File: src/rtl/fetch_unit_if.sv
`default_nettype none
// ============================================================================
//  Module      : fetch_unit_if
//  Description : Fetch-stage bundle: imem request/response, redirect, decode.
//  Revision    : 1.0 - initial release
// ============================================================================
interface fetch_unit_if #(
    parameter int XLEN = 32
);
    logic            imem_req_valid;
    logic            imem_req_ready;
    logic [XLEN-1:0] imem_req_addr;
    logic            imem_rsp_valid;
    logic [XLEN-1:0] imem_rsp_data;
    logic            redirect;
    logic [XLEN-1:0] redirect_target;
    logic            instr_valid;
    logic            instr_ready;
    logic [XLEN-1:0] instr;
    logic [XLEN-1:0] instr_pc;
    logic [6:0]      op;

    // master: the fetch unit; slave: memory + decoder side
    modport master (
        output imem_req_valid, imem_req_addr,
        input  imem_req_ready, imem_rsp_valid, imem_rsp_data,
        input  redirect, redirect_target,
        output instr_valid, instr, instr_pc, op,
        input  instr_ready
    );

    modport slave (
        input  imem_req_valid, imem_req_addr,
        output imem_req_ready, imem_rsp_valid, imem_rsp_data,
        output redirect, redirect_target,
        input  instr_valid, instr, instr_pc, op,
        output instr_ready
    );
endinterface
`default_nettype wire

File: src/rtl/fetch_unit.sv
`default_nettype none
// ============================================================================
//  Module      : fetch_unit
//  Description : In-order instruction fetch with credit-limited buffer and
//                redirect flush of buffered and in-flight words.
//  Revision    : 1.0 - initial release
// ============================================================================
module fetch_unit #(
    parameter int              XLEN     = 32,
    parameter logic [XLEN-1:0] RESET_PC = '0,
    parameter int              DEPTH    = 2
) (
    input  wire logic    clk,
    input  wire logic    rst,
    fetch_unit_if.master bus
);
    localparam int c_PTR_W = $clog2(DEPTH);
    localparam int c_CNT_W = $clog2(DEPTH + 1);
    localparam logic [c_CNT_W:0]   c_DEPTH = (c_CNT_W + 1)'(DEPTH);
    localparam logic [XLEN-1:0]    c_STEP  = XLEN'(4);
    localparam logic [XLEN-1:0]    c_ALIGN = ~XLEN'(3);

    logic [XLEN-1:0]    r_fetch_pc;
    logic [XLEN-1:0]    r_rsp_pc;
    logic [c_CNT_W-1:0] r_occ;
    logic [c_CNT_W-1:0] r_out;
    logic [c_CNT_W-1:0] r_drop;
    logic [c_PTR_W-1:0] r_rd_ptr;
    logic [c_PTR_W-1:0] r_wr_ptr;
    logic [XLEN-1:0]    r_buf_data [DEPTH];
    logic [XLEN-1:0]    r_buf_pc   [DEPTH];

    logic [c_CNT_W:0]   w_inuse;
    logic               w_req_valid;
    logic               w_req_fire;
    logic               w_pop;
    logic               w_push;
    logic               w_head_valid;
    logic [XLEN-1:0]    w_target;
    logic [c_CNT_W-1:0] w_out_after_rsp;

    // Credit uses registered counts only, so a same-cycle pop never frees a slot
    assign w_inuse         = {1'b0, r_occ} + {1'b0, r_out};
    assign w_req_valid     = !rst && !bus.redirect && (w_inuse < c_DEPTH);
    assign w_req_fire      = w_req_valid && bus.imem_req_ready;
    assign w_head_valid    = (r_occ != '0);
    assign w_pop           = w_head_valid && bus.instr_ready;
    assign w_push          = bus.imem_rsp_valid && !bus.redirect && (r_drop == '0);
    assign w_target        = bus.redirect_target & c_ALIGN;
    assign w_out_after_rsp = r_out - c_CNT_W'(bus.imem_rsp_valid);

    always_ff @(posedge clk) begin
        if (rst) begin
            r_fetch_pc <= RESET_PC;
            r_rsp_pc   <= RESET_PC;
            r_occ      <= '0;
            r_out      <= '0;
            r_drop     <= '0;
            r_rd_ptr   <= '0;
            r_wr_ptr   <= '0;
        end else begin
            r_out <= w_out_after_rsp + c_CNT_W'(w_req_fire);
            if (bus.redirect) begin
                // Everything still in flight belongs to the abandoned path
                r_fetch_pc <= w_target;
                r_rsp_pc   <= w_target;
                r_occ      <= '0;
                r_rd_ptr   <= '0;
                r_wr_ptr   <= '0;
                r_drop     <= w_out_after_rsp;
            end else begin
                if (w_req_fire) begin
                    r_fetch_pc <= r_fetch_pc + c_STEP;
                end
                if (w_push) begin
                    r_rsp_pc <= r_rsp_pc + c_STEP;
                    r_wr_ptr <= r_wr_ptr + c_PTR_W'(1);
                end
                if (w_pop) begin
                    r_rd_ptr <= r_rd_ptr + c_PTR_W'(1);
                end
                r_occ <= r_occ + c_CNT_W'(w_push) - c_CNT_W'(w_pop);
                if (bus.imem_rsp_valid && (r_drop != '0)) begin
                    r_drop <= r_drop - c_CNT_W'(1);
                end
            end
        end
    end

    always_ff @(posedge clk) begin
        if (w_push) begin
            r_buf_data[r_wr_ptr] <= bus.imem_rsp_data;
            r_buf_pc[r_wr_ptr]   <= r_rsp_pc;
        end
    end

    assign bus.imem_req_valid = w_req_valid;
    assign bus.imem_req_addr  = r_fetch_pc;
    assign bus.instr_valid    = w_head_valid;
    assign bus.instr          = w_head_valid ? r_buf_data[r_rd_ptr] : '0;
    assign bus.instr_pc       = w_head_valid ? r_buf_pc[r_rd_ptr]   : '0;
    assign bus.op             = w_head_valid ? r_buf_data[r_rd_ptr][6:0] : 7'd0;
endmodule
`default_nettype wire

File: src/flat_wrapper.sv
// flat-port wrapper written by rule: the top's interface ports become plain ports
module fetch_unit_flat 
#(
    parameter int              XLEN     = 32,
    parameter logic [XLEN-1:0] RESET_PC = '0,
    parameter int              DEPTH    = 2
)
  (clk, rst, bus_imem_req_valid, bus_imem_req_addr, bus_imem_req_ready, bus_imem_rsp_valid, bus_imem_rsp_data, bus_redirect, bus_redirect_target, bus_instr_valid, bus_instr, bus_instr_pc, bus_op, bus_instr_ready);
  fetch_unit_if #(.XLEN(XLEN)) bus_i ();
  input  wire logic clk;
  input  wire logic rst;
  output wire logic [$bits(bus_i.imem_req_valid)-1:0] bus_imem_req_valid;
  output wire logic [$bits(bus_i.imem_req_addr)-1:0] bus_imem_req_addr;
  input wire logic [$bits(bus_i.imem_req_ready)-1:0] bus_imem_req_ready;
  input wire logic [$bits(bus_i.imem_rsp_valid)-1:0] bus_imem_rsp_valid;
  input wire logic [$bits(bus_i.imem_rsp_data)-1:0] bus_imem_rsp_data;
  input wire logic [$bits(bus_i.redirect)-1:0] bus_redirect;
  input wire logic [$bits(bus_i.redirect_target)-1:0] bus_redirect_target;
  output wire logic [$bits(bus_i.instr_valid)-1:0] bus_instr_valid;
  output wire logic [$bits(bus_i.instr)-1:0] bus_instr;
  output wire logic [$bits(bus_i.instr_pc)-1:0] bus_instr_pc;
  output wire logic [$bits(bus_i.op)-1:0] bus_op;
  input wire logic [$bits(bus_i.instr_ready)-1:0] bus_instr_ready;
  assign bus_imem_req_valid = bus_i.imem_req_valid;
  assign bus_imem_req_addr = bus_i.imem_req_addr;
  assign bus_i.imem_req_ready = bus_imem_req_ready;
  assign bus_i.imem_rsp_valid = bus_imem_rsp_valid;
  assign bus_i.imem_rsp_data = bus_imem_rsp_data;
  assign bus_i.redirect = bus_redirect;
  assign bus_i.redirect_target = bus_redirect_target;
  assign bus_instr_valid = bus_i.instr_valid;
  assign bus_instr = bus_i.instr;
  assign bus_instr_pc = bus_i.instr_pc;
  assign bus_op = bus_i.op;
  assign bus_i.instr_ready = bus_instr_ready;
  fetch_unit #(.XLEN(XLEN), .RESET_PC(RESET_PC), .DEPTH(DEPTH)) u_core (.clk(clk), .rst(rst), .bus(bus_i));
endmodule
File: config.mk
export PLATFORM = sky130hd
export DESIGN_NAME = fetch_unit_flat
export DESIGN_NICKNAME = d
export VERILOG_FILES = /design/src/rtl/fetch_unit_if.sv /design/src/rtl/fetch_unit.sv /design/src/flat_wrapper.sv
export SDC_FILE = /design/constraint.sdc
export NUM_CORES = 1
export LEC_CHECK = 0
export ABC_CLOCK_PERIOD_IN_PS = 13540
export CORE_UTILIZATION = 40
export DETAILED_ROUTE_END_ITERATION = 10
export PLACE_DENSITY_LB_ADDON = 0.05
export SYNTH_ARGS = -nofsm -noshare
export SYNTH_HDL_FRONTEND = slang
export SYNTH_SLANG_ARGS = --single-unit
File: constraint.sdc
create_clock -name clk -period 13.54 [get_ports clk]
set_input_delay 2.708 -clock clk [delete_from_list [all_inputs] [get_ports clk]]
set_output_delay 2.708 -clock clk [all_outputs]
set_load 0.05 [all_outputs]
After elaboration in Yosys (flattened, before gate mapping)

Memory sizes are Yosys's and may differ from the RTL's. A register that Yosys moved wholly into a read port is not among the register bits.
Cells that the tools add are included.

Output and inout port bits: 105
Memories: 2
Register bits after elaboration: 72
Memory bits (writable): 128
Bits of input ports: 70

Reduce and logical (&&, ||, !) cells: 16
Multiplexer cells: 15
$lt $le $gt $ge: 1
Add/sub/neg operators: 10

Memory list:

| memory            | words | width | read ports | clocked after memory_dff | wr ports | RTL line         | text |
|---|---|---|---|---|---|---|---|
| u_core.r_buf_data | 2     | 32    | 1          | 1                        | 1        | fetch_unit.sv:30 | `logic [XLEN-1:0] r_buf_data [DEPTH];` |
| u_core.r_buf_pc   | 2     | 32    | 1          | 1                        | 1        | fetch_unit.sv:31 | `logic [XLEN-1:0] r_buf_pc [DEPTH];` |

Operators with widths:

| cell                                                                 | number |
|---|---|
| 32-bit 2-to-1 mux                                                    | 6 |
| 32-bit by 3-bit adder with 32-bit output, second input constant      | 2 |
| 2-bit nonzero test                                                   | 5 |
| 1-bit logical AND                                                    | 7 |
| 7-bit 2-to-1 mux                                                     | 1 |
| 1-bit 2-to-1 mux                                                     | 6 |
| 2-bit by 1-bit adder with 2-bit output                               | 2 |
| 2-bit 2-to-1 mux                                                     | 2 |
| 2-bit by 1-bit subtractor with 2-bit output                          | 2 |
| 2-bit by 2-bit adder with 3-bit output                               | 1 |
| 3-bit by 2-bit < comparator with 1-bit output, second input constant | 1 |
| 1-bit adder, second input constant                                   | 2 |
| 1-bit zero test                                                      | 2 |
| 2-bit zero test                                                      | 1 |
| 2-bit OR reduction                                                   | 1 |
| 2-bit by 1-bit subtractor with 2-bit output, second input constant   | 1 |

Depth between registers and ports, before layout

Depth in word-level cells: 6
Depth in mapped cells: 11
Mapped depth without buffers: 9

Least setup slack after synthesis

Ideal clock, no wire load.

Path type: input to register
Start: in bus_redirect
End: mem u_core.r_buf_data[0][0], enable pin
Slack: 5.577 ns
Stages: 3
Required time: 12.982 ns
Setup time: 0.558 ns
Path buffers: 2
Data arrival time: 7.405 ns
Cell sequence: clkbuf_1 buf_1 nor3_1

Longest elaborated chain between the ends: 5

RTL lines:

| item                                   | RTL line           | text |
|---|---|---|
| start, declared                        | flat_wrapper.sv:17 | `input wire logic [$bits(bus_i.redirect)-1:0] bus_redirect;` |
| 1-bit zero test                        | fetch_unit.sv:48   | `assign w_push = bus.imem_rsp_valid && !bus.redirect && (r_drop == '0);` |
| 1-bit logical AND (2 in series)        | fetch_unit.sv:48   |  |
| 1-bit 2-to-1 mux                       | fetch_unit.sv:91   | `if (w_push) begin` |
| 1-bit 2-to-1 mux (implied by the code) | fetch_unit.sv:92   | `r_buf_data[r_wr_ptr] <= bus.imem_rsp_data;` |
| end, declared                          | fetch_unit.sv:30   |  |

No other way between the ends.

Worst setup path in the final report

Start: in bus_redirect
End: out bus_imem_req_valid

Longest elaborated chain between the ends: 3

RTL lines:

| item                            | RTL line           | text |
|---|---|---|
| 1-bit zero test                 | fetch_unit.sv:44   | `assign w_req_valid = !rst && !bus.redirect && (w_inuse < c_DEPTH);` |
| 1-bit logical AND (2 in series) | fetch_unit.sv:44   |  |
| end, declared                   | flat_wrapper.sv:12 | `output wire logic [$bits(bus_i.imem_req_valid)-1:0] bus_imem_req_valid;` |

No other way between the ends.

==> flow_metrics.tcl <==
set metrics [dict create \
    status "finished clean" \
    synth_area_mm2 0.00851 \
    synth_edf_count 124 \
    worstHoldStart "u_core.r_rsp_pc[9]$_SDFFE_PP0P_" \
    reg2reg_depth 9 \
    antenna_cells 0 \
    postRouteAntennaNets 0 \
    num_vias 5945 \
    fp.coreArea_mm2 0.0206 \
    numPortBuffers 168 \
    synth_flop_cell "edfxtp_1" \
    timing.fmax_mhz 133 \
    grt_pass1_vias 5807 \
    cts_sinks 193 \
    critical_path_class "in2out" \
    synth-seq-cells 193 \
    drt_wl_total_um 19100 \
    drive_gt1_share_pct 5.61 \
    antenna_found_initial 0 \
    avgSynthCellArea_um2 11.7 \
    rows 52 \
    numCtsBuffers 17 \
    syn-instance-count 727 \
    path_max_fanout 42 \
    fillers 1839 \
    hold_violations 0 \
    cp.arrival_ns 4.79 \
    fp.dieW_um 148 \
    path_buf_inv 3 \
    required_ns 10.83 \
    clk-insertion-delay-late_ns 0.42 \
    nNetsFinal 956 \
    final_common_cell "clkdlybuf4s50_1" \
    powerDensity_mw_per_mm2 127 \
    slew_headroom_pct 33.6 \
    tns_ns 0 \
    r2r_end "u_core.bus.imem_req_addr[15]$_SDFFE_PP0P_" \
    startpoint_type "primary input" \
    synth_warnings 0 \
    maxCapViolCount 0 \
    path_common_cell "clkdlybuf4s50_1" \
    initial_core_util_pct 41.4 \
    grt_max_degree 64 \
    slew_violations 0 \
    r2r-start "u_core.r_occ[0]$_SDFF_PP0_" \
    cts_hold_buffers 0 \
    yosysUniqueCellTypes 53 \
    post_cts_resized 0 \
    drc 0 \
    seq_area_frac_synth_pct 60.0 \
    post-route-util_pct 53.4 \
    hp-class "reg2reg" \
    skew_ns 0.00952 \
    holdPathEnd "u_core.r_buf_pc[0][9]$_DFFE_PP_" \
    end_kind "primary output" \
    ir_drop_v 0.0000766 \
    cts_root_buffer "clkbuf_16" \
    grt_pass1_wl_um 30500 \
    clk_pin_slew_ns 0.07 \
    path_delay_family "buffers and inverters" \
    gp_congestion 0.862 \
    worstMarginPinSlew_ns 0.991 \
    p_leak_nw 3.70 \
    hpwl_um 12800 \
    rsz0062_at_grt "no" \
    die-area_mm2 0.0219 \
    synthArstFlopShare_pct 0 \
    cp_slowest_cell "clkdlybuf4s50_1" \
    ff2ff_setup_slack_ns 10.44 \
    cts_htree_levels 4 \
    wl_per_cell_um 16.4 \
    min_delay_path_depth 0 \
    grt_use_total_pct 18.0 \
    io_pins 175 \
    viasPerCell 5.12 \
    area_growth_pct 29.0 \
    post_cts_buffers 0 \
    fin_crit_sh_pct 55.4 \
    max_stage_delay_ns 0.84 \
    drtPass1Iterations 5 \
    clk_path_buf_depth 2 \
    setup_viol 0 \
    post-route-min-period_ns 7.50 \
    multi_input_area_mm2 0.00309 \
    layout_common_cells "clkdlybuf4s50_1, edfxtp_1, nor2_1" \
    drt_iter0_markers 275 \
    seq_area_mm2 0.00511 \
    dieHeight_um 148 \
    path_cells "clkdlybuf4s50_1 -> buf_4 -> or2_1 -> nor3_1 -> clkdlybuf4s50_1" \
    overflow 0 \
    cts_tree "yes" \
]
## final cells by class
cell class,count,share of cell area (%)
Inverter,24,0.866
Clock inverter,13,1.66
Tap cell,270,3.08
Sequential cell,193,46.5
Timing Repair Buffer,175,15.8
Clock buffer,19,3.94
Multi-Input combinational cell,467,28.2
## metal layers
metal  track usage [%]  routed length (µm)
met1              25.1                9150
met2              28.0                8580
met3              4.26                1130
met4              4.85                 227
met5                 0                   0
## synthesized netlist by cell type (2+ instances only)
cell type | n | area, µm²
edfxtp_1 | 124 | 3720
nor2_1 | 101 | 379
dfxtp_1 | 69 | 1380
mux2i_1 | 63 | 631
nand2_1 | 41 | 154
xor2_1 | 36 | 315
a21oi_1 | 27 | 135
clkbuf_1 | 27 | 101
nand4_1 | 25 | 156
inv_1 | 23 | 86.3
nand3_1 | 23 | 115
a211oi_1 | 15 | 113
a21boi_1 | 13 | 97.6
a31oi_1 | 13 | 81.3
xnor2_1 | 12 | 105
buf_4 | 11 | 82.6
and3_1 | 10 | 62.6
nor3_1 | 9 | 45.0
ha_1 | 7 | 87.6
or3_1 | 7 | 43.8
and2_1 | 6 | 37.5
a21boi_0 | 5 | 37.5
and4_1 | 5 | 43.8
buf_1 | 4 | 15.0
buf_6 | 4 | 45.0
mux2_1 | 4 | 45.0
o211ai_1 | 4 | 30.0
a21o_1 | 3 | 22.5
nor4_1 | 3 | 18.8
nor4_4 | 3 | 63.8
o21ai_0 | 3 | 15.0
nor2b_1 | 2 | 12.5
o21a_1 | 2 | 15.0
o21bai_1 | 2 | 15.0
o22ai_1 | 2 | 12.5
or4_1 | 2 | 15.0
## power by group
group | total [mW] | switching (mW) | internal, mW
clock | 0.522 | 0.212 | 0.310
combinational | 0.189 | 0.118 | 0.0709
sequential | 0.679 | 0.0227 | 0.656
total | 1.39 | 0.353 | 1.04
## worst reg2reg max path: stages (launching register included)
cell and delay (ns):
dfxtp_1 0.37, inv_1 0.08, nor2_1 0.13, fa_1 0.48, nor3b_2 0.84, nand2b_4 0.22, clkinv_4 0.19, nand2_2 0.12
or4_1 0.42, a31oi_1 0.17
## sequential cells by signal, indices dropped and copies added (netlist names), named ones only
| register | cells |
|---|---|
| u_core.r_rsp_pc | 30 |
| u_core.r_drop | 2 |
| u_core.r_out | 2 |
| u_core.bus.imem_req_addr | 30 |
| u_core.r_buf_data | 64 |
| u_core.r_rd_ptr | 1 |
| u_core.r_buf_pc | 60 |
| u_core.r_wr_ptr | 1 |
| u_core.r_occ | 2 |
## how the worst max path moves through the flow
| stage | startpoint | end | slack [ns] | depth (start not counted) |
|---|---|---|---|---|
| 2_1_floorplan | bus_redirect | u_core.r_buf_data[0][0]$_DFFE_PP_ | 5.58 | 3 |
| 3_3_place_gp | bus_redirect | bus_imem_req_valid | 6.01 | 5 |
| 3_5_place_dp | bus_redirect | bus_imem_req_valid | 6.05 | 5 |
| 4_1_cts | bus_redirect | bus_imem_req_valid | 6.03 | 5 |
| 5_1_grt | bus_redirect | bus_imem_req_valid | 5.89 | 5 |
| 6_report | bus_redirect | bus_imem_req_valid | 6.04 | 5 |
## stage by stage
stage	power, mW	instance area [µm²]	setup WS, ns	hold slack (ns)	cells
floorplan	0.811	8520	5.58	0.460	730
global placement	0.878	10400	6.01	0.491	1129
detailed placement	0.881	10400	6.05	0.499	1129
CTS	1.40	11000	6.03	0.512	1161
global route	1.44	11000	5.89	0.537	1161
finish	1.39	11000	6.04	0.507	1161
## cells by family after synthesis
| group | after synthesis | synth area share, % |
|---|---|---|
| xor+xnor | 48 | 4.94 |
| compound gates | 94 | 7.26 |
| buf+inv | 70 | 3.98 |
| fa+ha+maj | 8 | 1.26 |
| other cells | 1 | 0.0441 |
| simple gates | 246 | 14.6 |
| flops | 193 | 60.0 |
| mux | 67 | 7.94 |
(Power assumes the default switching activity.)
